<file path="src/rtl/write_back_scoreboard_if.sv">
// MEM/WB-side bus of the write-back scoreboard: issue claims, MEM-stage entry,
// ID source queries, register-file write port and forwarding bus.
interface write_back_scoreboard_if #(
   parameter int unsigned DATA_W = 32
);
   localparam int unsigned REG_W = 5;

   logic              stall;
   logic              issue_valid;
   logic [REG_W-1:0]  issue_reg;
   logic              issue_ready;
   logic              mem_valid;
   logic              mem_reg_write;
   logic              mem_to_reg;
   logic [REG_W-1:0]  mem_dest;
   logic [DATA_W-1:0] mem_alu_result;
   logic [DATA_W-1:0] mem_read_data;
   logic [REG_W-1:0]  rs_addr;
   logic [REG_W-1:0]  rt_addr;
   logic              rs_busy;
   logic              rt_busy;
   logic              wb_write_enable;
   logic [REG_W-1:0]  wb_write_reg;
   logic [DATA_W-1:0] wb_write_data;
   logic              fwd_valid;
   logic [REG_W-1:0]  fwd_reg;
   logic [DATA_W-1:0] fwd_data;

   modport master (
      output stall, issue_valid, issue_reg, mem_valid, mem_reg_write, mem_to_reg,
             mem_dest, mem_alu_result, mem_read_data, rs_addr, rt_addr,
      input  issue_ready, rs_busy, rt_busy, wb_write_enable, wb_write_reg,
             wb_write_data, fwd_valid, fwd_reg, fwd_data
   );

   modport slave (
      input  stall, issue_valid, issue_reg, mem_valid, mem_reg_write, mem_to_reg,
             mem_dest, mem_alu_result, mem_read_data, rs_addr, rt_addr,
      output issue_ready, rs_busy, rt_busy, wb_write_enable, wb_write_reg,
             wb_write_data, fwd_valid, fwd_reg, fwd_data
   );
endinterface

</file>
<file path="src/rtl/write_back_scoreboard.sv">
// MIPS write-back stage: MEM/WB latch, register-file write port, forwarding bus,
// and a per-register in-flight writer scoreboard for ID-stage RAW stalls.
module write_back_scoreboard #(
   parameter int unsigned DATA_W = 32,
   parameter int unsigned CNT_W  = 2
) (
   input logic                    clk,
   input logic                    reset,
   write_back_scoreboard_if.slave bus
);
   localparam int unsigned REG_W    = 5;
   localparam int unsigned NUM_REGS = 32;
   localparam logic [CNT_W-1:0] CNT_MAX = '1;

   logic              wb_valid_q, wb_valid_d;
   logic              wb_reg_write_q, wb_reg_write_d;
   logic [REG_W-1:0]  wb_dest_q, wb_dest_d;
   logic [DATA_W-1:0] wb_data_q, wb_data_d;
   logic [CNT_W-1:0]  cnt_q [NUM_REGS];
   logic [CNT_W-1:0]  cnt_d [NUM_REGS];

   logic                issue_ready;
   logic                retire;
   logic                inc;
   logic                dec;
   logic [NUM_REGS-1:0] inc_vec;
   logic [NUM_REGS-1:0] dec_vec;

   // MEM/WB latch next state: hold while stalled
   always_comb begin
      wb_valid_d     = wb_valid_q;
      wb_reg_write_d = wb_reg_write_q;
      wb_dest_d      = wb_dest_q;
      wb_data_d      = wb_data_q;
      if (!bus.stall) begin
         wb_valid_d     = bus.mem_valid;
         wb_reg_write_d = bus.mem_reg_write;
         wb_dest_d      = bus.mem_dest;
         wb_data_d      = bus.mem_to_reg ? bus.mem_read_data : bus.mem_alu_result;
      end
   end

   // Scoreboard next state; a claim and a release of one register cancel out
   always_comb begin
      issue_ready = (cnt_q[bus.issue_reg] != CNT_MAX);
      retire      = wb_valid_q & ~bus.stall;
      inc         = bus.issue_valid & issue_ready & (bus.issue_reg != '0);
      dec         = retire & (wb_dest_q != '0);
      inc_vec     = '0;
      dec_vec     = '0;
      if (inc) inc_vec[bus.issue_reg] = 1'b1;
      if (dec) dec_vec[wb_dest_q] = 1'b1;
      for (int r = 0; r < NUM_REGS; r++) begin
         cnt_d[r] = cnt_q[r];
         if (inc_vec[r] && !dec_vec[r]) begin
            cnt_d[r] = cnt_q[r] + CNT_W'(1);
         end else if (dec_vec[r] && !inc_vec[r] && (cnt_q[r] != '0)) begin
            cnt_d[r] = cnt_q[r] - CNT_W'(1);
         end
      end
      cnt_d[0] = '0;
   end

   always_ff @(posedge clk) begin
      if (reset) begin
         wb_valid_q     <= 1'b0;
         wb_reg_write_q <= 1'b0;
         wb_dest_q      <= '0;
         wb_data_q      <= '0;
         for (int r = 0; r < NUM_REGS; r++) cnt_q[r] <= '0;
      end else begin
         wb_valid_q     <= wb_valid_d;
         wb_reg_write_q <= wb_reg_write_d;
         wb_dest_q      <= wb_dest_d;
         wb_data_q      <= wb_data_d;
         for (int r = 0; r < NUM_REGS; r++) cnt_q[r] <= cnt_d[r];
`ifdef SIM
         if (dec && !inc_vec[wb_dest_q] && (cnt_q[wb_dest_q] == '0))
            $display("write_back_scoreboard: protocol error, release of idle r%0d", wb_dest_q);
`endif
      end
   end

   assign bus.issue_ready     = issue_ready;
   assign bus.rs_busy         = (cnt_q[bus.rs_addr] != '0);
   assign bus.rt_busy         = (cnt_q[bus.rt_addr] != '0);
   assign bus.wb_write_enable = retire & wb_reg_write_q & (wb_dest_q != '0);
   assign bus.wb_write_reg    = wb_dest_q;
   assign bus.wb_write_data   = wb_data_q;
   assign bus.fwd_valid       = bus.wb_write_enable;
   assign bus.fwd_reg         = wb_dest_q;
   assign bus.fwd_data        = wb_data_q;
endmodule

</file>
<file path="src/flat_wrapper.sv">
// flat-port wrapper written by rule: the top's interface ports become plain ports
module write_back_scoreboard_flat 
#(
   parameter int unsigned DATA_W = 32,
   parameter int unsigned CNT_W  = 2
)
  (clk, reset, bus_stall, bus_issue_valid, bus_issue_reg, bus_mem_valid, bus_mem_reg_write, bus_mem_to_reg, bus_mem_dest, bus_mem_alu_result, bus_mem_read_data, bus_rs_addr, bus_rt_addr, bus_issue_ready, bus_rs_busy, bus_rt_busy, bus_wb_write_enable, bus_wb_write_reg, bus_wb_write_data, bus_fwd_valid, bus_fwd_reg, bus_fwd_data);
  write_back_scoreboard_if #(.DATA_W(DATA_W)) bus_i ();
  input logic clk;
  input logic reset;
  input wire logic [$bits(bus_i.stall)-1:0] bus_stall;
  input wire logic [$bits(bus_i.issue_valid)-1:0] bus_issue_valid;
  input wire logic [$bits(bus_i.issue_reg)-1:0] bus_issue_reg;
  input wire logic [$bits(bus_i.mem_valid)-1:0] bus_mem_valid;
  input wire logic [$bits(bus_i.mem_reg_write)-1:0] bus_mem_reg_write;
  input wire logic [$bits(bus_i.mem_to_reg)-1:0] bus_mem_to_reg;
  input wire logic [$bits(bus_i.mem_dest)-1:0] bus_mem_dest;
  input wire logic [$bits(bus_i.mem_alu_result)-1:0] bus_mem_alu_result;
  input wire logic [$bits(bus_i.mem_read_data)-1:0] bus_mem_read_data;
  input wire logic [$bits(bus_i.rs_addr)-1:0] bus_rs_addr;
  input wire logic [$bits(bus_i.rt_addr)-1:0] bus_rt_addr;
  output wire logic [$bits(bus_i.issue_ready)-1:0] bus_issue_ready;
  output wire logic [$bits(bus_i.rs_busy)-1:0] bus_rs_busy;
  output wire logic [$bits(bus_i.rt_busy)-1:0] bus_rt_busy;
  output wire logic [$bits(bus_i.wb_write_enable)-1:0] bus_wb_write_enable;
  output wire logic [$bits(bus_i.wb_write_reg)-1:0] bus_wb_write_reg;
  output wire logic [$bits(bus_i.wb_write_data)-1:0] bus_wb_write_data;
  output wire logic [$bits(bus_i.fwd_valid)-1:0] bus_fwd_valid;
  output wire logic [$bits(bus_i.fwd_reg)-1:0] bus_fwd_reg;
  output wire logic [$bits(bus_i.fwd_data)-1:0] bus_fwd_data;
  assign bus_i.stall = bus_stall;
  assign bus_i.issue_valid = bus_issue_valid;
  assign bus_i.issue_reg = bus_issue_reg;
  assign bus_i.mem_valid = bus_mem_valid;
  assign bus_i.mem_reg_write = bus_mem_reg_write;
  assign bus_i.mem_to_reg = bus_mem_to_reg;
  assign bus_i.mem_dest = bus_mem_dest;
  assign bus_i.mem_alu_result = bus_mem_alu_result;
  assign bus_i.mem_read_data = bus_mem_read_data;
  assign bus_i.rs_addr = bus_rs_addr;
  assign bus_i.rt_addr = bus_rt_addr;
  assign bus_issue_ready = bus_i.issue_ready;
  assign bus_rs_busy = bus_i.rs_busy;
  assign bus_rt_busy = bus_i.rt_busy;
  assign bus_wb_write_enable = bus_i.wb_write_enable;
  assign bus_wb_write_reg = bus_i.wb_write_reg;
  assign bus_wb_write_data = bus_i.wb_write_data;
  assign bus_fwd_valid = bus_i.fwd_valid;
  assign bus_fwd_reg = bus_i.fwd_reg;
  assign bus_fwd_data = bus_i.fwd_data;
  write_back_scoreboard #(.DATA_W(DATA_W), .CNT_W(CNT_W)) u_core (.clk(clk), .reset(reset), .bus(bus_i));
endmodule
</file>
<file path="config.mk">
export PLATFORM = sky130hd
export DESIGN_NAME = write_back_scoreboard_flat
export DESIGN_NICKNAME = d
export VERILOG_FILES = /design/src/rtl/write_back_scoreboard_if.sv /design/src/rtl/write_back_scoreboard.sv /design/src/flat_wrapper.sv
export SDC_FILE = /design/constraint.sdc
export NUM_CORES = 1
export LEC_CHECK = 0
export BUFFER_PORTS_ARGS = -buffer_cell sky130_fd_sc_hd__buf_4
export CAP_MARGIN = 5
export CORE_MARGIN = 4
export CORE_UTILIZATION = 50
export CTS_CLUSTER_DIAMETER = 40
export DETAILED_ROUTE_END_ITERATION = 16
export GPL_TIMING_DRIVEN = 0
export PLACE_DENSITY = 0.75
export SYNTH_ARGS = -nofsm -noshare
export SYNTH_HDL_FRONTEND = slang
export SYNTH_SLANG_ARGS = --single-unit
</file>
<file path="constraint.sdc">
create_clock -name clk -period 2.8 [get_ports clk]
set_input_delay 0.14 -clock clk [delete_from_list [all_inputs] [get_ports clk]]
set_output_delay 0.14 -clock clk [all_outputs]
set_load 0.02 [all_outputs]
</file>
==> flow_metrics.env, run 1 <==
export IMPL_status="finished, violations left"
export IMPL_violations="negative setup slack"
export IMPL_ys_warn_count=0
export IMPL_synth_area_leaders="dfxtp_1 29%, mux2i_1 8.6%, nor2_1 6.8%"
export IMPL_cts_buffers=9
export IMPL_hold_viol_final=0
export IMPL_synth_flop_cell="dfxtp_1"
export IMPL_htreeDepth=3
export IMPL_fill_cells=1210
export IMPL_die_w_um=126.3
export IMPL_cts_tree="yes"
export IMPL_rsz0062_at_grt="yes"
export IMPL_fin_ws_ns=-0.1008
export IMPL_crit_arrival_ns=3.16
export IMPL_design_die_area_mm2=0.01596
export IMPL_fin_crit_sh_pct=103.6
export IMPL_finClkSkew_ns=0.005317
export IMPL_crit_fanout=9
export IMPL_rows=42
export IMPL_grt_pass1_vias=7083
export IMPL_fmax_mhz=344.7
export IMPL_grt_usage_pct=30.37
export IMPL_viasPerCell=6.240
export IMPL_max_slew_margin_pct=29.99
export IMPL_area_growth_pct=29.82
export IMPL_worst_pin_slew_ns=1.042
export IMPL_initial_utilization_pct=52.03
export IMPL_place_gp_congestion=0.9885
export IMPL_p_leak_uw=0.003509
export IMPL_hold_class="in -> reg"
export IMPL_largest_register_ffs=62
export IMPL_synth_edf_count=0
export IMPL_io_pins=170
export IMPL_yosysTopAreaCell="dfxtp_1"
export IMPL_drt_wl_total_um=25450
export IMPL_cts_sinks=101
export IMPL_ir_drop_v=0.0003581
export IMPL_synth_seq_cells=101
export IMPL_ant_nets=0
export IMPL_mostFrequentLayoutCell="buf_4"
export IMPL_utilization_pct=67.54
export IMPL_yosysUniqueCellTypes=54
export IMPL_grt_overflow_total=0
export IMPL_root_buffer="clkbuf_16"
export IMPL_start_kind="flop"
export IMPL_synth_cells=866
export IMPL_die_h_um=126.3
export IMPL_maxCapViolations=0
export IMPL_layout_nets=1150
export IMPL_p_per_area_mw_per_mm2=391.1
export IMPL_end_kind="flop"
export IMPL_synth_area_per_cell_um2=8.082
export IMPL_synthesis_nets=957
export IMPL_core_mm2=0.01345
export IMPL_maxSlewViolCount=0
export IMPL_clk_pin_slew_worst_paths_ns=0.07
export IMPL_grt_pass1_wl_um=38580
export IMPL_hpwl_um=19230
export IMPL_drc=0
export IMPL_period_needed_ns=2.901
export IMPL_route_vias_total=7731
export IMPL_io_buffers=161
export IMPL_num_antenna_cells=0
export IMPL_finalSetupViolations=14
export IMPL_setup_tns_ns=-0.7070
export IMPL_ys_seq_area_share_pct=28.89
export IMPL_required_ns=3.06
export IMPL_drt_iter0_drc=1070
export IMPL_postCtsHoldBufs=0
export IMPL_synth_top_cell_area_share_pct=28.89
export IMPL_final_cell_mix="221 x buf_4, 126 x nor2_1, 96 x dfxtp_1"
export IMPL_wl_per_cell_um=20.54
export IMPL_synth_area_mm2=0.006999
export IMPL_first_pass_iters=7
export IMPL_clock_path_buffers=2
export IMPL_insertion_delay_ns=0.36
export IMPL_critical_path_class="reg -> reg"
export IMPL_grt_max_degree=17
export IMPL_antenna_found_initial=0
export IMPL_async_reset_ff_share_pct=0
export IMPL_drive_above_1_share_pct=31.98
[stage by stage]
stage | setup slack [ns] | hold slack [ns] | instances | instance area (um2) | power, uW
floorplan | 0.3057 | 0.2839 | 866 | 6999 | 1984
finish | -0.1008 | 0.01243 | 1239 | 9086 | 3553
global route | -0.1808 | 0.007058 | 1239 | 9086 | 3661
global placement | -0.4558 | 0.3684 | 1203 | 8428 | 2295
detailed placement | -0.4475 | 0.3773 | 1203 | 8428 | 2303
CTS | -0.02160 | 0.004644 | 1226 | 8783 | 3520
[critical path, stage by stage (launching register included)]
cell      delay (ns)
dfxtp_4         0.36
mux4_2          0.50
a32o_2          0.27
nor4_4          0.26
buf_4           0.18
buf_4           0.11
nand3_2         0.30
a21oi_1         0.41
a21oi_1         0.13
a221oi_1        0.29
[logic make-up (layout without fill, tap and decap cells)]
logic type | Yosys count | after routing | synth area share, %
simple gates | 349 | 349 | 25.71
compound gates | 209 | 209 | 19.15
flops | 101 | 101 | 28.89
buf+inv | 101 | 298 | 8.151
mux | 80 | 80 | 14.86
xor+xnor | 26 | 26 | 3.254
[layer usage]
| metal | wire, um | track usage, % | share of wire (%) |
|---|---|---|---|
| met1 | 10170 | 39.43 | 40 |
| met2 | 11790 | 49.30 | 46 |
| met3 | 2468 | 7.398 | 9.7 |
| met4 | 1020 | 11.17 | 4.0 |
| met5 | 0 | 0 | 0 |
[cells in the mapped netlist (4+ instances only)]
library cell and instances:
o211ai_1 6, buf_2 6, nand2_1 51, or3b_2 23
a211oi_1 11, nand3_1 29, and3_1 8, nor4b_1 4
o2bb2ai_1 4, buf_1 8, buf_6 5, dfxtp_1 101
a21oi_1 92, o22ai_1 5, buf_4 39, nor2b_1 8
mux4_2 19, inv_1 5, or2_2 4, a31oi_1 22
clkbuf_1 37, o21ai_0 26, or3_1 9, nand4_1 25
nor3_1 25, xnor2_1 26, a221oi_1 26, nor2_1 126
nand2b_1 7, nor4_1 11, mux2i_1 60
[repair_timing]
item / 4_1_cts / 5_1_grt
setup buffers: 8 / 14
endpoints found under the setup margin: 27 / 57
gates resized for setup: 5 / 46
pin swaps: 3 / 11
[layout make-up]
class / count / area (um2) / share of cell area (%)
multi-input cells: 664 / 4597 / 50.59
flip-flops and latches: 101 / 2033 / 22.38
repair buffers: 183 / 1378 / 15.16
plain buffers: 94 / 551.8 / 6.073
clock buffers: 11 / 252.7 / 2.782
well taps: 176 / 220.2 / 2.424
clock inverters: 4 / 31.28 / 0.3443
inverters: 6 / 22.52 / 0.2479
[where the power goes]
part | internal (uW) | switching (uW)
sequential | 1480 | 50.2
combinational | 355 | 435
clock | 650 | 586
total | 2480 | 1070
[path summary, 6_finish.rpt]
check / startpoint / to / slack (ns) / depth (start not counted)
hold reg to reg: u_core.wb_valid_q / u_core.wb_valid_q / 0.49 / 2
setup / recovery: u_core.cnt_q[27][1] / u_core.cnt_q[27][0] / -0.10 / 9
hold / removal: bus_mem_dest[1] / u_core.bus.fwd_reg[1] / 0.01 / 3
setup reg to reg: u_core.cnt_q[27][1] / u_core.cnt_q[27][0] / -0.10 / 9
No activity file was read; power rests on OpenSTA's default activity.
==> inputs of run 2 (changes only) <==
--- a/config.mk
+++ b/config.mk
@@ -5,14 +5,15 @@
 export SDC_FILE = /design/constraint.sdc
 export NUM_CORES = 1
 export LEC_CHECK = 0
-export BUFFER_PORTS_ARGS = -buffer_cell sky130_fd_sc_hd__buf_4
 export CAP_MARGIN = 5
 export CORE_MARGIN = 4
 export CORE_UTILIZATION = 50
 export CTS_CLUSTER_DIAMETER = 40
+export CTS_CLUSTER_SIZE = 12
 export DETAILED_ROUTE_END_ITERATION = 16
+export DONT_BUFFER_PORTS = 1
 export GPL_TIMING_DRIVEN = 0
-export PLACE_DENSITY = 0.75
+export MAX_ROUTING_LAYER = met4
 export SYNTH_ARGS = -nofsm -noshare
 export SYNTH_HDL_FRONTEND = slang
 export SYNTH_SLANG_ARGS = --single-unit
==> flow_metrics.env, run 2 (same netlist as run 1, synthesis figures left out) <==
export IMPL_status="finished, violations left"
export IMPL_violations="negative setup slack"
export IMPL_design_area_mm2=0.007863
export IMPL_grt_usage_pct=31.01
export IMPL_area_growth_pct=12.33
export IMPL_finClkSkew_ns=0.005919
export IMPL_p_switching_uw=1058
export IMPL_p_int_uw=2385
export IMPL_insertion_delay_ns=0.36
export IMPL_drc=0
export IMPL_layout_nets=989
export IMPL_swShare_pct=30.72
export IMPL_crit_fanout=10
export IMPL_maxCapViolations=0
export IMPL_grt_max_degree=18
export IMPL_p_per_area_mw_per_mm2=437.8
export IMPL_combPwrFrac_pct=16.3
export IMPL_ir_drop_v=0.0004024
export IMPL_hold_class="in -> reg"
export IMPL_htreeDepth=3
export IMPL_instances_no_fill=1079
export IMPL_num_antenna_cells=0
export IMPL_antenna_found_initial=0
export IMPL_grt_overflow_total=0
export IMPL_fmax_mhz=345.5
export IMPL_max_slew_margin_pct=27.33
export IMPL_clock_path_buffers=2
export IMPL_start_kind="flop"
export IMPL_worst_pin_slew_ns=1.082
export IMPL_fin_hold_ws_ns=0.04443
export IMPL_rsz0062_at_grt="yes"
export IMPL_largest_register_ffs=62
export IMPL_io_buffers=0
export IMPL_hpwl_um=18660
export IMPL_final_cell_mix="126 x nor2_1, 97 x dfxtp_1, 86 x a21oi_1"
export IMPL_dpl_cell_area_mm2=0.007219
export IMPL_clk_pin_slew_worst_paths_ns=0.07
export IMPL_crit_start="u_core.cnt_q[24][1]"
export IMPL_finalSetupViolations=17
export IMPL_first_pass_iters=5
export IMPL_pwr_share_seq_pct=45.6
export IMPL_route_vias_total=7252
export IMPL_maxSlewViolCount=0
export IMPL_design_die_area_mm2=0.01596
export IMPL_cts_sinks=101
export IMPL_initial_utilization_pct=52.03
export IMPL_mostFrequentLayoutCell="nor2_1"
export IMPL_setup_tns_ns=-0.7720
export IMPL_cts_tree="yes"
export IMPL_hold_viol_final=0
export IMPL_ant_nets=0
export IMPL_core_mm2=0.01345
export IMPL_place_inst=1042
export IMPL_root_buffer="clkbuf_16"
export IMPL_cts_buffers=9
export IMPL_viasPerCell=6.721
export IMPL_grt_pass1_vias=6901
export IMPL_fin_ws_ns=-0.09413
export IMPL_drt_wl_total_um=24990
export IMPL_grt_pass1_wl_um=38050
export IMPL_critical_path_class="reg -> reg"
export IMPL_wl_per_cell_um=23.16
export IMPL_io_pins=170
export IMPL_p_leak_uw=0.002707
export IMPL_slowest_delay_ns=0.51
export IMPL_crit_arrival_ns=3.17
export IMPL_die_w_um=126.3
export IMPL_die_h_um=126.3
export IMPL_fill_cells=1278
export IMPL_drive_above_1_share_pct=18.05
export IMPL_critPathSlowestCell="mux4_2"
export IMPL_fin_crit_sh_pct=103.4
export IMPL_rows=42
export IMPL_crit_chain="mux4_2, a32o_2, nor4_4, nand3_2, nand2_2, clkbuf_2, nand4_1, a31oi_1"
export IMPL_drt_iter0_drc=817
export IMPL_clkPwrFrac_pct=38.1
export IMPL_place_gp_congestion=0.9756
export IMPL_end_kind="flop"
export IMPL_period_needed_ns=2.894
export IMPL_r2r_start="u_core.cnt_q[24][1]"
export IMPL_required_ns=3.07
export IMPL_min_from="bus_mem_alu_result[26]"
-- run 2: cell types whose count changed in the layout (fill, tap and decap cells not counted), sizes merged --
cell / delta
buf: -169
dlygate4sd3: +7
clkinv: +3
clkinvlp: -2
bufinv: +1
clkbuf: -1
inv: +1
-- run 2: repair_timing --
action | CTS | global route
gates cloned | 0 | 1
endpoints found under the setup margin | 28 | 45
pin swaps | 3 | 6
endpoints found under the hold margin | 7 | 0
buffers inserted | 9 | 4
gates resized for setup | 10 | 30
hold buffers | 7 | 0
-- run 2: area by class of cell --
class,instances,area [um2],share of cell area [%]
buffer,95,560.5,7.129
clock buffer,9,225.2,2.864
clock inverter,7,72.57,0.9230
inverter,6,22.52,0.2864
multi-input combinational,664,4536,57.69
sequential,101,2029,25.81
tap,176,220.2,2.801
timing repair buffer,21,196.4,2.498
-- run 2: path summary, 6_finish.rpt --
path	endpoint	slack [ns]	depth (start not counted)
hold reg to reg	u_core.wb_valid_q	0.50	2
setup / recovery	u_core.cnt_q[15][1]	-0.09	8
setup reg to reg	u_core.cnt_q[15][1]	-0.09	8
hold / removal	u_core.bus.fwd_data[26]	0.04	4
-- run 2: power by group through the flow --
stage | combinational (uW) | sequential (uW) | clock (uW)
2_1_floorplan | 399 | 1590 | 0
3_3_place_gp | 506 | 1600 | 0
3_5_place_dp | 514 | 1600 | 0
4_1_cts | 535 | 1570 | 1330
5_1_grt | 602 | 1570 | 1380
6_report | 562 | 1570 | 1310
-- run 2: critical path, delay by kind of cell (launching register included) --
kind / cells / cell delay (ns)
AND/OR/NAND/NOR: 4 / 1.09
multiplexers: 1 / 0.51
AO/OA/AOI/OAI: 2 / 0.45
buffers and inverters: 1 / 0.38
flip-flops: 1 / 0.37
-- run 2: routing by layer --
| metal | share of wire [%] | GRT usage, % | vias up |
|---|---|---|---|
| li1 | - | - | 3254 |
| met1 | 40 | 40.06 | 3503 |
| met2 | 45 | 47.32 | 432 |
| met3 | 11 | 7.104 | 63 |
| met4 | 3.5 | 12.30 | 0 |
| met5 | 0 | - | - |
-- run 2: through the flow --
stage	util, %	total power, uW	setup slack [ns]
floorplan	-	1984	0.3057
global placement	53.66	2107	-0.5938
detailed placement	53.66	2117	-0.6793
CTS	57.11	3429	-0.03411
global route	58.44	3557	-0.1747
finish	58.44	3442	-0.09413
==> inputs of run 3 (changes only) <==
--- a/config.mk
+++ b/config.mk
@@ -5,6 +5,7 @@
 export SDC_FILE = /design/constraint.sdc
 export NUM_CORES = 1
 export LEC_CHECK = 0
+export ABC_CLOCK_PERIOD_IN_PS = 2800
 export CAP_MARGIN = 5
 export CORE_MARGIN = 4
 export CORE_UTILIZATION = 50
@@ -12,7 +13,6 @@
 export CTS_CLUSTER_SIZE = 12
 export DETAILED_ROUTE_END_ITERATION = 16
 export DONT_BUFFER_PORTS = 1
-export GPL_TIMING_DRIVEN = 0
 export MAX_ROUTING_LAYER = met4
 export SYNTH_ARGS = -nofsm -noshare
 export SYNTH_HDL_FRONTEND = slang
==> flow_metrics.env, run 3 (same netlist as run 1, synthesis figures left out) <==
export IMPL_htreeDepth=3
export IMPL_crit_chain="mux4_2, a32o_1, nor4_4, o211ai_4, buf_4, a211oi_1, a21oi_1, a221oi_1"
export IMPL_initial_utilization_pct=52.03
export IMPL_crit_fanout=7
export IMPL_core_mm2=0.01345
export IMPL_dpl_cell_area_mm2=0.007039
export IMPL_setup_tns_ns=0
export IMPL_p_switching_uw=937.2
export IMPL_clock_path_buffers=2
export IMPL_grt_pass1_wl_um=34940
export IMPL_ir_drop_v=0.0002986
export IMPL_pwr_share_seq_pct=48.0
export IMPL_utilization_pct=56.24
export IMPL_area_growth_pct=8.098
export IMPL_hold_class="in -> reg"
export IMPL_fmax_mhz=365.3
export IMPL_fin_crit_sh_pct=97.78
export IMPL_num_antenna_cells=0
export IMPL_end_kind="flop"
export IMPL_layout_nets=937
export IMPL_design_area_mm2=0.007566
export IMPL_required_ns=3.06
export IMPL_cts_tree="yes"
export IMPL_crit_family="compound AO/OA/AOI/OAI gates"
export IMPL_final_cell_mix="126 x nor2_1, 101 x dfxtp_1, 92 x a21oi_1"
export IMPL_cts_sinks=101
export IMPL_crit_start="u_core.cnt_q[9][1]"
export IMPL_die_h_um=126.3
export IMPL_maxSlewViolCount=0
export IMPL_insertion_delay_ns=0.36
export IMPL_worst_path_stages=8
export IMPL_die_w_um=126.3
export IMPL_reg2regPathDepth=8
export IMPL_r2r_start="u_core.cnt_q[9][1]"
export IMPL_critical_path_class="reg -> reg"
export IMPL_crit_buf_inv=1
export IMPL_finalSetupViolations=0
export IMPL_period_needed_ns=2.738
export IMPL_status="finished clean"
export IMPL_p_int_uw=2384
export IMPL_grt_overflow_total=0
export IMPL_design_die_area_mm2=0.01596
export IMPL_io_buffers=0
export IMPL_wl_per_cell_um=21.65
export IMPL_io_pins=170
export IMPL_p_per_area_mw_per_mm2=439.0
export IMPL_cp_endpoint="u_core.cnt_q[10][0]"
export IMPL_drive_above_1_share_pct=14.92
export IMPL_grt_max_degree=96
export IMPL_dp_slack_ns=0.02116
export IMPL_crit_arrival_ns=3.00
export IMPL_antenna_found_initial=0
export IMPL_drt_wl_total_um=22240
export IMPL_swShare_pct=28.22
export IMPL_rsz0062_at_grt="yes"
export IMPL_grt_pass1_vias=6294
export IMPL_cts_buffers=9
export IMPL_start_kind="flop"
export IMPL_ant_nets=0
export IMPL_finClkSkew_ns=0.01069
export IMPL_slowest_delay_ns=0.49
export IMPL_hpwl_um=15910
export IMPL_root_buffer="clkbuf_16"
export IMPL_hold_viol_final=0
export IMPL_route_vias_total=6826
export IMPL_timing_rr_end="u_core.cnt_q[10][0]"
export IMPL_maxCapViolations=0
export IMPL_fin_ws_ns=0.06217
export IMPL_place_gp_congestion=0.9270
export IMPL_combPwrFrac_pct=12.2
export IMPL_clkPwrFrac_pct=39.9
export IMPL_p_leak_uw=0.002599
export IMPL_grt_usage_pct=28.09
export IMPL_worst_pin_slew_ns=0.6396
export IMPL_critPathSlowestCell="mux4_2"
export IMPL_largest_register_ffs=62
export IMPL_fin_hold_ws_ns=0.01184
export IMPL_r2r_slack_ns=0.06
export IMPL_clk_pin_slew_worst_paths_ns=0.08
export IMPL_first_pass_iters=6
export IMPL_mostFrequentLayoutCell="nor2_1"
export IMPL_fill_cells=1273
export IMPL_viasPerCell=6.647
export IMPL_max_slew_margin_pct=57.36
export IMPL_post_cts_setup_buffer_count=0
export IMPL_drc=0
export IMPL_drt_iter0_drc=713
export IMPL_rows=42
run 3: what timing repair did:
| action | in CTS | in global routing |
|---|---|---|
| pin swaps | 0 | 1 |
| resized for setup | 1 | 6 |
| endpoints found under the setup margin | 1 | 10 |
| endpoints found under the hold margin | 95 | 0 |
| hold buffers | 15 | 0 |
run 3: power by group through the flow:
stage	combinational, uW	sequential [uW]	clock (uW)
CTS	399	1590	1340
global placement	333	1630	0
global route	439	1600	1410
detailed placement	338	1630	0
floorplan	399	1590	0
finish	405	1590	1320
run 3: tightest hold or removal path, stage by stage:
cell and delay (ns):
nor2_1 0.02, a21oi_1 0.11, nor2_1 0.04
run 3: worst min-delay path by stage:
stage               startpoint                endpoint  slack [ns]  cells after the start
6_report             bus_stall  u_core.bus.fwd_data[9]        0.01                      3
5_1_grt              bus_stall  u_core.bus.fwd_data[8]      0.0007                      3
4_1_cts              bus_stall  u_core.bus.fwd_data[9]      0.0004                      3
3_5_place_dp             reset  u_core.bus.fwd_data[5]        0.22                      1
3_3_place_gp             reset  u_core.bus.fwd_data[6]        0.22                      1
2_1_floorplan  bus_mem_dest[0]   u_core.bus.fwd_reg[0]        0.28                      2
run 3: cell type report:
type / instances / area (um2) / area share, %
Clock buffer: 10 / 239.0 / 3.159
Clock inverter: 6 / 68.82 / 0.9095
Inverter: 6 / 22.52 / 0.2977
Multi-Input combinational cell: 664 / 4444 / 58.74
Sequential cell: 101 / 2022 / 26.72
Tap cell: 176 / 220.2 / 2.911
Timing Repair Buffer: 64 / 549.3 / 7.260
run 3: stage by stage:
| step | power, uW | instances |
|---|---|---|
| after global placement | 1958 | 996 |
| after floorplan | 1984 | 866 |
| final | 3321 | 1027 |
| after global routing | 3451 | 1027 |
| after CTS | 3334 | 1027 |
| after detailed placement | 1965 | 996 |
run 3: per-layer routing:
layer  part of all wire, %  track usage, %  vias to the layer above  wire length, um
met2                    47           44.19                      341            10480
met5                     0               -                        -                0
met4                   2.9           9.211                        0              635
met1                    42           36.59                     3286             9272
li1                      -               -                     3148                -
met3                   8.3           5.464                       51             1846
